[config.mk]
export PLATFORM = sky130hd
export DESIGN_NAME = snoop_cache_ctrl_flat
export DESIGN_NICKNAME = d
export VERILOG_FILES = /design/src/rtl/snoop_cache_ctrl_if.sv /design/src/rtl/snoop_cache_ctrl.sv /design/src/flat_wrapper.sv
export SDC_FILE = /design/constraint.sdc
export NUM_CORES = 1
export LEC_CHECK = 0
export ABC_AREA = 1
export CELL_PAD_IN_SITES_DETAIL_PLACEMENT = 1
export CELL_PAD_IN_SITES_GLOBAL_PLACEMENT = 1
export CORE_MARGIN = 1.5
export CORE_UTILIZATION = 39
export CTS_CLUSTER_SIZE = 20
export DETAILED_ROUTE_END_ITERATION = 8
export HOLD_SLACK_MARGIN = 0.06
export PLACE_DENSITY_LB_ADDON = 0.1
export REMOVE_ABC_BUFFERS = 1
export SLEW_MARGIN = 20
export SYNTH_ARGS = -nofsm -noshare
export SYNTH_HDL_FRONTEND = slang
export SYNTH_SLANG_ARGS = --single-unit
export TNS_END_PERCENT = 30
[constraint.sdc]
create_clock -name clk -period 4.2 [get_ports clk]
set_input_delay 1.05 -clock clk [delete_from_list [all_inputs] [get_ports clk]]
set_output_delay 1.05 -clock clk [all_outputs]
set_load 0.03 [all_outputs]
[src/rtl/snoop_cache_ctrl_if.sv]
// Processor-side and bus-side signal bundle of one snooping cache.
// The slave modport is the cache itself; the master modport is its environment (processor, arbiter, memory, other caches).
`timescale 1ns/1ps
interface snoop_cache_ctrl_if #(
  parameter int ID_W   = 2,
  parameter int ADDR_W = 2,
  parameter int DATA_W = 4
);
  logic              req_valid;
  logic              req_ready;
  logic              req_we;
  logic [ADDR_W-1:0] req_addr;
  logic [DATA_W-1:0] req_wdata;
  logic              rsp_valid;
  logic              rsp_hit;
  logic [DATA_W-1:0] rsp_rdata;
  logic              bus_req;
  logic              bus_gnt;
  logic [1:0]        bus_cmd;
  logic [ADDR_W-1:0] bus_addr;
  logic [DATA_W-1:0] bus_wdata;
  logic              bus_rdata_valid;
  logic [DATA_W-1:0] bus_rdata;
  logic              snoop_valid;
  logic [ID_W-1:0]   snoop_src;
  logic [1:0]        snoop_cmd;
  logic [ADDR_W-1:0] snoop_addr;
  logic              snoop_shared;
  logic              flush_valid;
  logic [ADDR_W-1:0] flush_addr;
  logic [DATA_W-1:0] flush_data;

  modport master (
    output req_valid, req_we, req_addr, req_wdata,
    output bus_gnt, bus_rdata_valid, bus_rdata,
    output snoop_valid, snoop_src, snoop_cmd, snoop_addr, snoop_shared,
    input  req_ready, rsp_valid, rsp_hit, rsp_rdata,
    input  bus_req, bus_cmd, bus_addr, bus_wdata,
    input  flush_valid, flush_addr, flush_data
  );

  modport slave (
    input  req_valid, req_we, req_addr, req_wdata,
    input  bus_gnt, bus_rdata_valid, bus_rdata,
    input  snoop_valid, snoop_src, snoop_cmd, snoop_addr, snoop_shared,
    output req_ready, rsp_valid, rsp_hit, rsp_rdata,
    output bus_req, bus_cmd, bus_addr, bus_wdata,
    output flush_valid, flush_addr, flush_data
  );
endinterface

[src/rtl/snoop_cache_ctrl.sv]
// Direct-mapped, one-word-per-line MSI snooping cache on a shared atomic bus.
// Define MESI_EN to add the Exclusive state (clean-unshared fills, silent E->M store upgrade).
`timescale 1ns/1ps
module snoop_cache_ctrl #(
  parameter int PROC_ID = 0,
  parameter int ID_W    = 2,
  parameter int INDEX_W = 1,
  parameter int TAG_W   = 1,
  parameter int DATA_W  = 4
) (
  input logic               clk,
  input logic               rst,
  snoop_cache_ctrl_if.slave bus
);
  localparam int ADDR_W = TAG_W + INDEX_W;
  localparam int LINES  = 2 ** INDEX_W;

  localparam logic [1:0] CMD_NONE  = 2'b00;
  localparam logic [1:0] CMD_RD    = 2'b01;
  localparam logic [1:0] CMD_RDX   = 2'b10;
  localparam logic [1:0] CMD_FLUSH = 2'b11;

  typedef enum logic [1:0] {LS_I, LS_S, LS_E, LS_M} line_t;
  typedef enum logic [2:0] {ST_IDLE, ST_WB, ST_MISS, ST_FILL, ST_RESP} state_t;

  line_t             r_line [LINES];
  logic [TAG_W-1:0]  r_tag  [LINES];
  logic [DATA_W-1:0] r_data [LINES];

  state_t            r_state;
  state_t            w_state_next;
  logic              r_req_we;
  logic [ADDR_W-1:0] r_req_addr;
  logic [DATA_W-1:0] r_req_wdata;
  logic              r_hit_rsp;
  logic [DATA_W-1:0] r_rsp_rdata;
  logic              r_flush_valid;
  logic [ADDR_W-1:0] r_flush_addr;
  logic [DATA_W-1:0] r_flush_data;

  logic [INDEX_W-1:0] w_req_idx, w_snp_idx, w_miss_idx;
  logic [TAG_W-1:0]   w_req_tag, w_snp_tag, w_miss_tag;
  line_t              w_req_line, w_snp_line, w_fill_state;
  logic               w_req_present, w_snp_present, w_snp_hit;
  logic               w_store_ok, w_hit, w_victim_dirty, w_accept;
  logic               w_req_ready, w_bus_req;
  logic [1:0]         w_bus_cmd;
  logic [ADDR_W-1:0]  w_bus_addr;
  logic [DATA_W-1:0]  w_bus_wdata;

  assign w_req_idx  = bus.req_addr[INDEX_W-1:0];
  assign w_req_tag  = bus.req_addr[ADDR_W-1:INDEX_W];
  assign w_snp_idx  = bus.snoop_addr[INDEX_W-1:0];
  assign w_snp_tag  = bus.snoop_addr[ADDR_W-1:INDEX_W];
  assign w_miss_idx = r_req_addr[INDEX_W-1:0];
  assign w_miss_tag = r_req_addr[ADDR_W-1:INDEX_W];
  assign w_req_line = r_line[w_req_idx];
  assign w_snp_line = r_line[w_snp_idx];

  assign w_req_present = (w_req_line != LS_I) && (r_tag[w_req_idx] == w_req_tag);
  assign w_snp_present = (w_snp_line != LS_I) && (r_tag[w_snp_idx] == w_snp_tag);

  // Snoops are only legal while we do not own the bus (IDLE, or RESP after bus_req dropped).
  assign w_snp_hit = bus.snoop_valid && (bus.snoop_src != ID_W'(PROC_ID)) && w_snp_present &&
                     ((r_state == ST_IDLE) || (r_state == ST_RESP));

`ifdef MESI_EN
  assign w_store_ok   = (w_req_line == LS_M) || (w_req_line == LS_E);
  assign w_fill_state = bus.snoop_shared ? LS_S : LS_E;
`else
  logic w_unused_shared;
  assign w_store_ok      = (w_req_line == LS_M);
  assign w_fill_state    = LS_S;
  assign w_unused_shared = bus.snoop_shared;
`endif

  assign w_hit          = w_req_present && (!bus.req_we || w_store_ok);
  assign w_victim_dirty = !w_req_present && (w_req_line == LS_M);
  assign w_accept       = bus.req_valid && w_req_ready;

  always_ff @(posedge clk or posedge rst) begin
    if (rst) r_state <= ST_IDLE;
    else     r_state <= w_state_next;
  end

  always_comb begin
    w_state_next = r_state;
    w_req_ready  = 1'b0;
    w_bus_req    = 1'b0;
    w_bus_cmd    = CMD_NONE;
    w_bus_addr   = '0;
    w_bus_wdata  = '0;
    case (r_state)
      ST_IDLE: begin
        w_req_ready = !w_snp_hit;
        if (w_accept && !w_hit) w_state_next = w_victim_dirty ? ST_WB : ST_MISS;
      end
      ST_WB: begin
        w_bus_req = 1'b1;
        if (bus.bus_gnt) begin
          w_bus_cmd    = CMD_FLUSH;
          w_bus_addr   = {r_tag[w_miss_idx], w_miss_idx};
          w_bus_wdata  = r_data[w_miss_idx];
          w_state_next = ST_MISS;
        end
      end
      ST_MISS: begin
        // Grant stays high from WB onward; leaving MISS on the grant cycle keeps the command one cycle wide.
        w_bus_req = 1'b1;
        if (bus.bus_gnt) begin
          w_bus_cmd    = r_req_we ? CMD_RDX : CMD_RD;
          w_bus_addr   = r_req_addr;
          w_state_next = r_req_we ? ST_RESP : ST_FILL;
        end
      end
      ST_FILL: begin
        w_bus_req = 1'b1;
        if (bus.bus_rdata_valid) w_state_next = ST_RESP;
      end
      ST_RESP: w_state_next = ST_IDLE;
      default: w_state_next = ST_IDLE;
    endcase
  end

  always_ff @(posedge clk or posedge rst) begin
    if (rst) begin
      for (int i = 0; i < LINES; i++) begin
        r_line[i] <= LS_I;
        r_tag[i]  <= '0;
        r_data[i] <= '0;
      end
    end else begin
      if (w_snp_hit) begin
        if (bus.snoop_cmd == CMD_RDX) r_line[w_snp_idx] <= LS_I;
        else if ((bus.snoop_cmd == CMD_RD) && (w_snp_line == LS_M)) r_line[w_snp_idx] <= LS_S;
`ifdef MESI_EN
        else if ((bus.snoop_cmd == CMD_RD) && (w_snp_line == LS_E)) r_line[w_snp_idx] <= LS_S;
`endif
      end
      if (w_accept && w_hit && bus.req_we) begin
        r_line[w_req_idx] <= LS_M;
        r_data[w_req_idx] <= bus.req_wdata;
      end
      if ((r_state == ST_WB) && bus.bus_gnt) r_line[w_miss_idx] <= LS_I;
      // A store owns the whole word, so BusRdX needs no fill data.
      if ((r_state == ST_MISS) && bus.bus_gnt && r_req_we) begin
        r_line[w_miss_idx] <= LS_M;
        r_tag[w_miss_idx]  <= w_miss_tag;
        r_data[w_miss_idx] <= r_req_wdata;
      end
      if ((r_state == ST_FILL) && bus.bus_rdata_valid) begin
        r_line[w_miss_idx] <= w_fill_state;
        r_tag[w_miss_idx]  <= w_miss_tag;
        r_data[w_miss_idx] <= bus.bus_rdata;
      end
    end
  end

  always_ff @(posedge clk or posedge rst) begin
    if (rst) begin
      r_req_we      <= 1'b0;
      r_req_addr    <= '0;
      r_req_wdata   <= '0;
      r_hit_rsp     <= 1'b0;
      r_rsp_rdata   <= '0;
      r_flush_valid <= 1'b0;
      r_flush_addr  <= '0;
      r_flush_data  <= '0;
    end else begin
      if (w_accept) begin
        r_req_we    <= bus.req_we;
        r_req_addr  <= bus.req_addr;
        r_req_wdata <= bus.req_wdata;
      end
      r_hit_rsp <= w_accept && w_hit;
      if (w_accept && w_hit && !bus.req_we) r_rsp_rdata <= r_data[w_req_idx];
      else if ((r_state == ST_FILL) && bus.bus_rdata_valid) r_rsp_rdata <= bus.bus_rdata;
      r_flush_valid <= w_snp_hit && (w_snp_line == LS_M) &&
                       ((bus.snoop_cmd == CMD_RD) || (bus.snoop_cmd == CMD_RDX));
      if (w_snp_hit) begin
        r_flush_addr <= bus.snoop_addr;
        r_flush_data <= r_data[w_snp_idx];
      end
    end
  end

  assign bus.req_ready   = w_req_ready;
  assign bus.rsp_valid   = r_hit_rsp || (r_state == ST_RESP);
  assign bus.rsp_hit     = r_hit_rsp;
  assign bus.rsp_rdata   = r_rsp_rdata;
  assign bus.bus_req     = w_bus_req;
  assign bus.bus_cmd     = w_bus_cmd;
  assign bus.bus_addr    = w_bus_addr;
  assign bus.bus_wdata   = w_bus_wdata;
  assign bus.flush_valid = r_flush_valid;
  assign bus.flush_addr  = r_flush_addr;
  assign bus.flush_data  = r_flush_data;
endmodule

[src/flat_wrapper.sv]
// flat-port wrapper written by rule: the top's interface ports become plain ports
module snoop_cache_ctrl_flat 
#(
  parameter int PROC_ID = 0,
  parameter int ID_W    = 2,
  parameter int INDEX_W = 1,
  parameter int TAG_W   = 1,
  parameter int DATA_W  = 4
)
  (clk, rst, bus_req_valid, bus_req_we, bus_req_addr, bus_req_wdata, bus_bus_gnt, bus_bus_rdata_valid, bus_bus_rdata, bus_snoop_valid, bus_snoop_src, bus_snoop_cmd, bus_snoop_addr, bus_snoop_shared, bus_req_ready, bus_rsp_valid, bus_rsp_hit, bus_rsp_rdata, bus_bus_req, bus_bus_cmd, bus_bus_addr, bus_bus_wdata, bus_flush_valid, bus_flush_addr, bus_flush_data);
  snoop_cache_ctrl_if #(.ID_W(ID_W), .ADDR_W((TAG_W + INDEX_W)), .DATA_W(DATA_W)) bus_i ();
  input logic clk;
  input logic rst;
  input wire logic [$bits(bus_i.req_valid)-1:0] bus_req_valid;
  input wire logic [$bits(bus_i.req_we)-1:0] bus_req_we;
  input wire logic [$bits(bus_i.req_addr)-1:0] bus_req_addr;
  input wire logic [$bits(bus_i.req_wdata)-1:0] bus_req_wdata;
  input wire logic [$bits(bus_i.bus_gnt)-1:0] bus_bus_gnt;
  input wire logic [$bits(bus_i.bus_rdata_valid)-1:0] bus_bus_rdata_valid;
  input wire logic [$bits(bus_i.bus_rdata)-1:0] bus_bus_rdata;
  input wire logic [$bits(bus_i.snoop_valid)-1:0] bus_snoop_valid;
  input wire logic [$bits(bus_i.snoop_src)-1:0] bus_snoop_src;
  input wire logic [$bits(bus_i.snoop_cmd)-1:0] bus_snoop_cmd;
  input wire logic [$bits(bus_i.snoop_addr)-1:0] bus_snoop_addr;
  input wire logic [$bits(bus_i.snoop_shared)-1:0] bus_snoop_shared;
  output wire logic [$bits(bus_i.req_ready)-1:0] bus_req_ready;
  output wire logic [$bits(bus_i.rsp_valid)-1:0] bus_rsp_valid;
  output wire logic [$bits(bus_i.rsp_hit)-1:0] bus_rsp_hit;
  output wire logic [$bits(bus_i.rsp_rdata)-1:0] bus_rsp_rdata;
  output wire logic [$bits(bus_i.bus_req)-1:0] bus_bus_req;
  output wire logic [$bits(bus_i.bus_cmd)-1:0] bus_bus_cmd;
  output wire logic [$bits(bus_i.bus_addr)-1:0] bus_bus_addr;
  output wire logic [$bits(bus_i.bus_wdata)-1:0] bus_bus_wdata;
  output wire logic [$bits(bus_i.flush_valid)-1:0] bus_flush_valid;
  output wire logic [$bits(bus_i.flush_addr)-1:0] bus_flush_addr;
  output wire logic [$bits(bus_i.flush_data)-1:0] bus_flush_data;
  assign bus_i.req_valid = bus_req_valid;
  assign bus_i.req_we = bus_req_we;
  assign bus_i.req_addr = bus_req_addr;
  assign bus_i.req_wdata = bus_req_wdata;
  assign bus_i.bus_gnt = bus_bus_gnt;
  assign bus_i.bus_rdata_valid = bus_bus_rdata_valid;
  assign bus_i.bus_rdata = bus_bus_rdata;
  assign bus_i.snoop_valid = bus_snoop_valid;
  assign bus_i.snoop_src = bus_snoop_src;
  assign bus_i.snoop_cmd = bus_snoop_cmd;
  assign bus_i.snoop_addr = bus_snoop_addr;
  assign bus_i.snoop_shared = bus_snoop_shared;
  assign bus_req_ready = bus_i.req_ready;
  assign bus_rsp_valid = bus_i.rsp_valid;
  assign bus_rsp_hit = bus_i.rsp_hit;
  assign bus_rsp_rdata = bus_i.rsp_rdata;
  assign bus_bus_req = bus_i.bus_req;
  assign bus_bus_cmd = bus_i.bus_cmd;
  assign bus_bus_addr = bus_i.bus_addr;
  assign bus_bus_wdata = bus_i.bus_wdata;
  assign bus_flush_valid = bus_i.flush_valid;
  assign bus_flush_addr = bus_i.flush_addr;
  assign bus_flush_data = bus_i.flush_data;
  snoop_cache_ctrl #(.PROC_ID(PROC_ID), .ID_W(ID_W), .INDEX_W(INDEX_W), .TAG_W(TAG_W), .DATA_W(DATA_W)) u_core (.clk(clk), .rst(rst), .bus(bus_i));
endmodule
* Word level (Yosys, flattened, before mapping)
Cells that the tools add are included.
** Operators by class
- Reduce and logical (&&, ||, !) cells :: 37
- $lt $le $gt $ge :: 6
- Mux-type cells :: 73
- Equality and inequality tests :: 14
- Bitwise operators :: 15
** Operators by type and width (count)
- 4-bit two-way mux :: 22
- 2-bit two-way mux :: 17
- 8-bit bitwise mux :: 3
- 8-bit two-way mux :: 3
- 1-bit logical AND :: 22
- 3-bit two-way mux :: 5
- 1-bit two-way mux :: 12
- 3-bit case mux with 4 select lines :: 1
- 4-bit bitwise AND :: 2
- 4-bit demux with 1-bit select :: 2
- 2-bit != test, second input constant :: 4
- 4-bit inverter :: 2
- 4-bit bitwise OR :: 2
- 2-bit case mux with 2 select lines :: 2
- 2-bit nonzero test :: 4
- 2-bit demux with 1-bit select :: 3
- 2-bit equality test, second input constant :: 3
- 3-bit by 2-bit equality test with 1-bit output, second input constant :: 2
- 2-bit greater-or-equal comparator, second input constant :: 3
- 2-bit by 1-bit less-than comparator with 1-bit output, second input constant :: 3
- 1-bit inverter with 2-bit output :: 3
- 2-bit bitwise AND :: 2
- 2-bit bitwise mux :: 2
- 1-bit logical NOT :: 4
- other kinds (11) :: 17
** Storage, ports and cells
- Register bits :: 36
- Bits of input ports :: 24
- Output and inout port bits :: 23

* Depth between registers and ports, before layout
- Word-level depth :: 20
- Depth in mapped cells :: 13
- Depth with buffers taken out :: 13

* Worst setup path after synthesis
Ideal clock, no wire load.
- Kind :: in2out
- Start point :: input bus_bus_gnt
- End point :: output bus_bus_addr[1]
- Arrival :: 2061 ps
- Buffers on the path :: 0
- Setup slack :: 1089 ps
- Data required time :: 3150 ps
- Cell stages on the path :: 6
- Path through :: inv_1 nor2_1 inv_1 nor2_1 inv_1 o221ai_1
** On the way
- Word-level cells in the longest chain between the ends :: 2
- Elaborated cells on any way between the ends :: 3
- Those cells by class :: 3 x mux
** Ends and longest elaborated chain
- start, declared :: line flat_wrapper.sv:18 : input wire logic [$bits(bus_i.bus_gnt)-1:0] bus_bus_gnt;
- 2-bit two-way mux (on tied branches) :: line snoop_cache_ctrl.sv:110, snoop_cache_ctrl.sv:100
- 2-bit case mux with 2 select lines * :: line snoop_cache_ctrl.sv:93 : case (r_state)
- end, declared :: line flat_wrapper.sv:32 : output wire logic [$bits(bus_i.bus_addr)-1:0] bus_bus_addr;
Mark *: on every way between the ends. The rest lies on a longest branch, timed or not.

* Worst setup path in the final report
- Start point :: input bus_bus_gnt
- End point :: output bus_bus_wdata[0]
** On the way
- Word-level cells in the longest chain between the ends :: 2
** Ends and longest elaborated chain
- 4-bit two-way mux :: line snoop_cache_ctrl.sv:100 : if (bus.bus_gnt) begin
- 4-bit two-way mux :: line snoop_cache_ctrl.sv:93
- end, declared :: line flat_wrapper.sv:33 : output wire logic [$bits(bus_i.bus_wdata)-1:0] bus_bus_wdata;
Every way passes these cells.

==> results by group <==
Worst setup path
  • R2r endpoint: u_core.r_data[5]
  • CP cell instances: clkdlybuf4s50_1, inv_1, nor2_1, inv_1, nor2_1, inv_1, o22ai_1, clkdlybuf4s50_1
  • Crit path arrival time: around 3 ns
  • Critical path endpoint category: output pin
  • Reg2Reg Setup Slack: 2.25 ns
  • CP required: 3.15 ns
  • Worst-case reg-to-reg path depth: 10
  • Reg2reg start: u_core.r_state[2]
  • Critical path class: input pin to output pin
  • Critical path fanouts, max: 5
  • Startpoint type of the worst setup path: input pin
  • Critical-path top delay cell: clkdlybuf4s50_1
  • Critical path buffer and inverter count: 5
  • CP most frequent cell: inv_1
  • Worst path max stage delay: a little over 0.7 ns
  • Family with the most delay on the worst path: buffers and inverters

Logic synthesis
  • Synth Instances: approximately 290
  • Top FF cell, synth: dfrtp_1
  • Most frequent cell after synthesis: nand2_1
  • Post-synth top area cell: dfrtp_1
  • Sequential fraction of the synthesis area: 42.5%
  • Asr flop ratio synth: 100%
  • Post-Syn Area per Cell: 7.34 um^2
  • Warnings from Yosys: 0
  • Area contributors post-synth: dfrtp_1, nand2_1, inv_1
  • #FFs+latches synth: 36
  • Syn Std Cell Area: 0.00212 mm^2
  • Post-synth top cells: nand2_1, inv_1, dfrtp_1, nor2_1, o21ai_0
  • Post-synth top area share: 42.5%
  • Number of synthesized flops with an enable pin: 0
  • Yosys cell types: 31

Clock tree
  • CTS clk-pin slew, worst paths: 0.07 ns
  • Post-CTS Setup Repair Bufs: 0
  • Hold buffers post-CTS: 0
  • CTS tree: built
  • CTS max path bufs: 2
  • Num CTS Buffers: 5
  • H-tree levels: 2
  • CTS sink count: 36
  • Clk root buf: clkbuf_8
  • Clock latency on the worst-skew pair: slightly below 0.3 ns

Die
  • Die Y: about 77 um
  • # rows: 26
  • # IOs: 47
  • Die W: about 77 um
  • Initial core utilization: 41.0%
  • Core area: 0.00517 mm^2
  • Die Area: 0.00589 mm^2

STA
  • Final Hold Fails: 0
  • Hold Slack: 0.491 ns
  • RSZ-0062 raised after global routing: no
  • Slew @ Worst Pin: 0.705 ns
  • Final setup vio count: 0
  • Final Max Tran Viols: 0
  • Setup TNS: 0 ns
  • Layout Skew: 0.00327 ns
  • Slew HR: 52.9%
  • Tcrit/Tclk final: between 90% and 100%
  • Min Tclk post-route: 4.06 ns
  • Fmax: 246 MHz

Final layout
  • P&R area growth vs syn: 32.0%
  • ANT cells: 0
  • Layout cells sized above 1: 9.33%
  • Fillers: 655
  • Nets: 368

Global routing
  • Largest net degree at the start of global routing: 20
  • Initial antenna violation count: 0
  • Grt ovf: 0
  • Vias in the first global route: 2361
  • First-pass GRT wire length: 11.4 mm
  • Total GRT Usage: about a quarter

Place
  • Gp weighted congestion: 0.837
  • Post-detail-place hpwl: around 5 mm
  • Port Buffers: 45

Hold path
  • Min-delay src: u_core.bus.rsp_rdata[1]
  • Worst hold stages: 2
  • Hold Path Class: register to register
  • Hold Path End: u_core.bus.rsp_rdata[1]

Detailed routing
  • Vias per cell: 5.27
  • Final WL: 6.75 mm
  • DRT iter0 DRCs: 101
  • Vias after detailed routing: 2175
  • # DRC: 0
  • Routed WL per cell: 16.3 um
  • First-pass detailed-route iteration total: 4
  • Post-DRT Antenna Nets: 0

Flow run
  • Max_cap viols: 0

Power and ir drop
  • Power per cell area: slightly below 700 mW/mm^2
  • VDD IR max: about 270 uV
  • Pleak: between 1 and 1.5 nW
  • Total Power: approximately 1.9 mW

Status
  • Status: completed
[worst max-delay path by stage]
| stage | start | end | slack (ns) | cells after the start |
|---|---|---|---|---|
| 6_report | bus_bus_gnt | bus_bus_wdata[0] | 0.14 | 8 |
| 5_1_grt | bus_bus_gnt | bus_bus_wdata[1] | 0.008 | 8 |
| 4_1_cts | bus_bus_gnt | bus_bus_addr[1] | 0.12 | 8 |
| 3_5_place_dp | bus_bus_gnt | bus_bus_addr[1] | 0.14 | 8 |
| 3_3_place_gp | bus_bus_gnt | bus_bus_addr[1] | 0.12 | 8 |
| 2_1_floorplan | bus_bus_gnt | bus_bus_addr[1] | 1.09 | 6 |
[kinds of logic (layout without fill, tap and decap cells)]
kind of cell	after synthesis	in the layout	share of synthesized area, %
flops	36	36	42.5
simple gates	141	141	30.4
buf+inv	51	105	9.14
fa+ha+maj	2	2	1.18
compound gates	59	59	16.8
[metrics by stage]
step	instances	area, um^2	setup WS, ns	utilization (%)
finish	413	2800	0.136	54.1
global route	413	2800	0.00816	54.1
CTS	413	2800	0.124	54.1
detailed placement	405	2670	0.139	51.6
global placement	405	2670	0.116	51.6
floorplan	287	2110	1.09	-
[routing by layer]
metal | up-vias | share of wire, % | GRT usage, % | wire length [um]
met1 | 1062 | 43 | 29.8 | 2920
li1 | 1046 | - | - | -
met3 | 10 | 4.4 | 3.69 | 297
met5 | - | 0 | 0 | 0
met2 | 57 | 50 | 44.6 | 3410
met4 | 0 | 1.8 | 7.22 | 123
[power by group]
| group | internal (mW) | switching (mW) |
|---|---|---|
| combinational | 0.344 | 0.600 |
| sequential | 0.504 | 0.117 |
| clock | 0.210 | 0.136 |
[layout by cell type (no fill, tap or decap), types with 2 or more instances in the layout]
cell             instances
nand3_4                  2
nor2_4                   2
inv_2                    5
o21ai_0                 20
nand3_1                 13
clkdlybuf4s50_1         44
clkbuf_8                 7
o21ai_2                  2
inv_1                   44
o221ai_1                 2
nand3_2                  2
o22ai_1                  7
o31ai_1                  2
dfrtp_1                 36
o21ai_1                  7
nand2_2                  5
a32oi_1                  3
o211ai_1                 2
a21oi_1                  9
ha_1                     2
buf_4                    3
nor2_1                  20
nand4_1                  4
nand2_1                 89
[area by class of cell]
cell class | instances | area, um^2 | area share (%)
Inverter | 49 | 184 | 6.57
Clock buffer | 7 | 96.3 | 3.44
Timing Repair Buffer | 48 | 475 | 17.0
Clock inverter | 1 | 30.0 | 1.07
Multi-Input combinational cell | 202 | 1030 | 36.6
Sequential cell | 36 | 901 | 32.2
Tap cell | 70 | 87.6 | 3.13
[flip-flops by register name, indices dropped and copies added, names as in the netlist, named ones only]
signal                  flops
u_core.bus.flush_valid      1
u_core.r_state              3
u_core.bus.rsp_rdata        4
u_core.r_data               8
u_core.bus.flush_data       4
u_core.bus.flush_addr       2
u_core.bus.rsp_hit          1
u_core.r_line               4
u_core.r_req_we             1
u_core.r_req_wdata          4
u_core.r_req_addr           2
[timing repair]
item                                    in CTS  in global routing
hold endpoints to repair                     0                  0
endpoints found under the setup margin       0                  1
gates resized for setup                      0                  1
[worst min-delay path, delay by kind of cell, from the launching register on]
family	cells	cell delay (ns)
flops	1	0.35
simple gates	2	0.11
No activity file was read; power rests on OpenSTA's default activity.
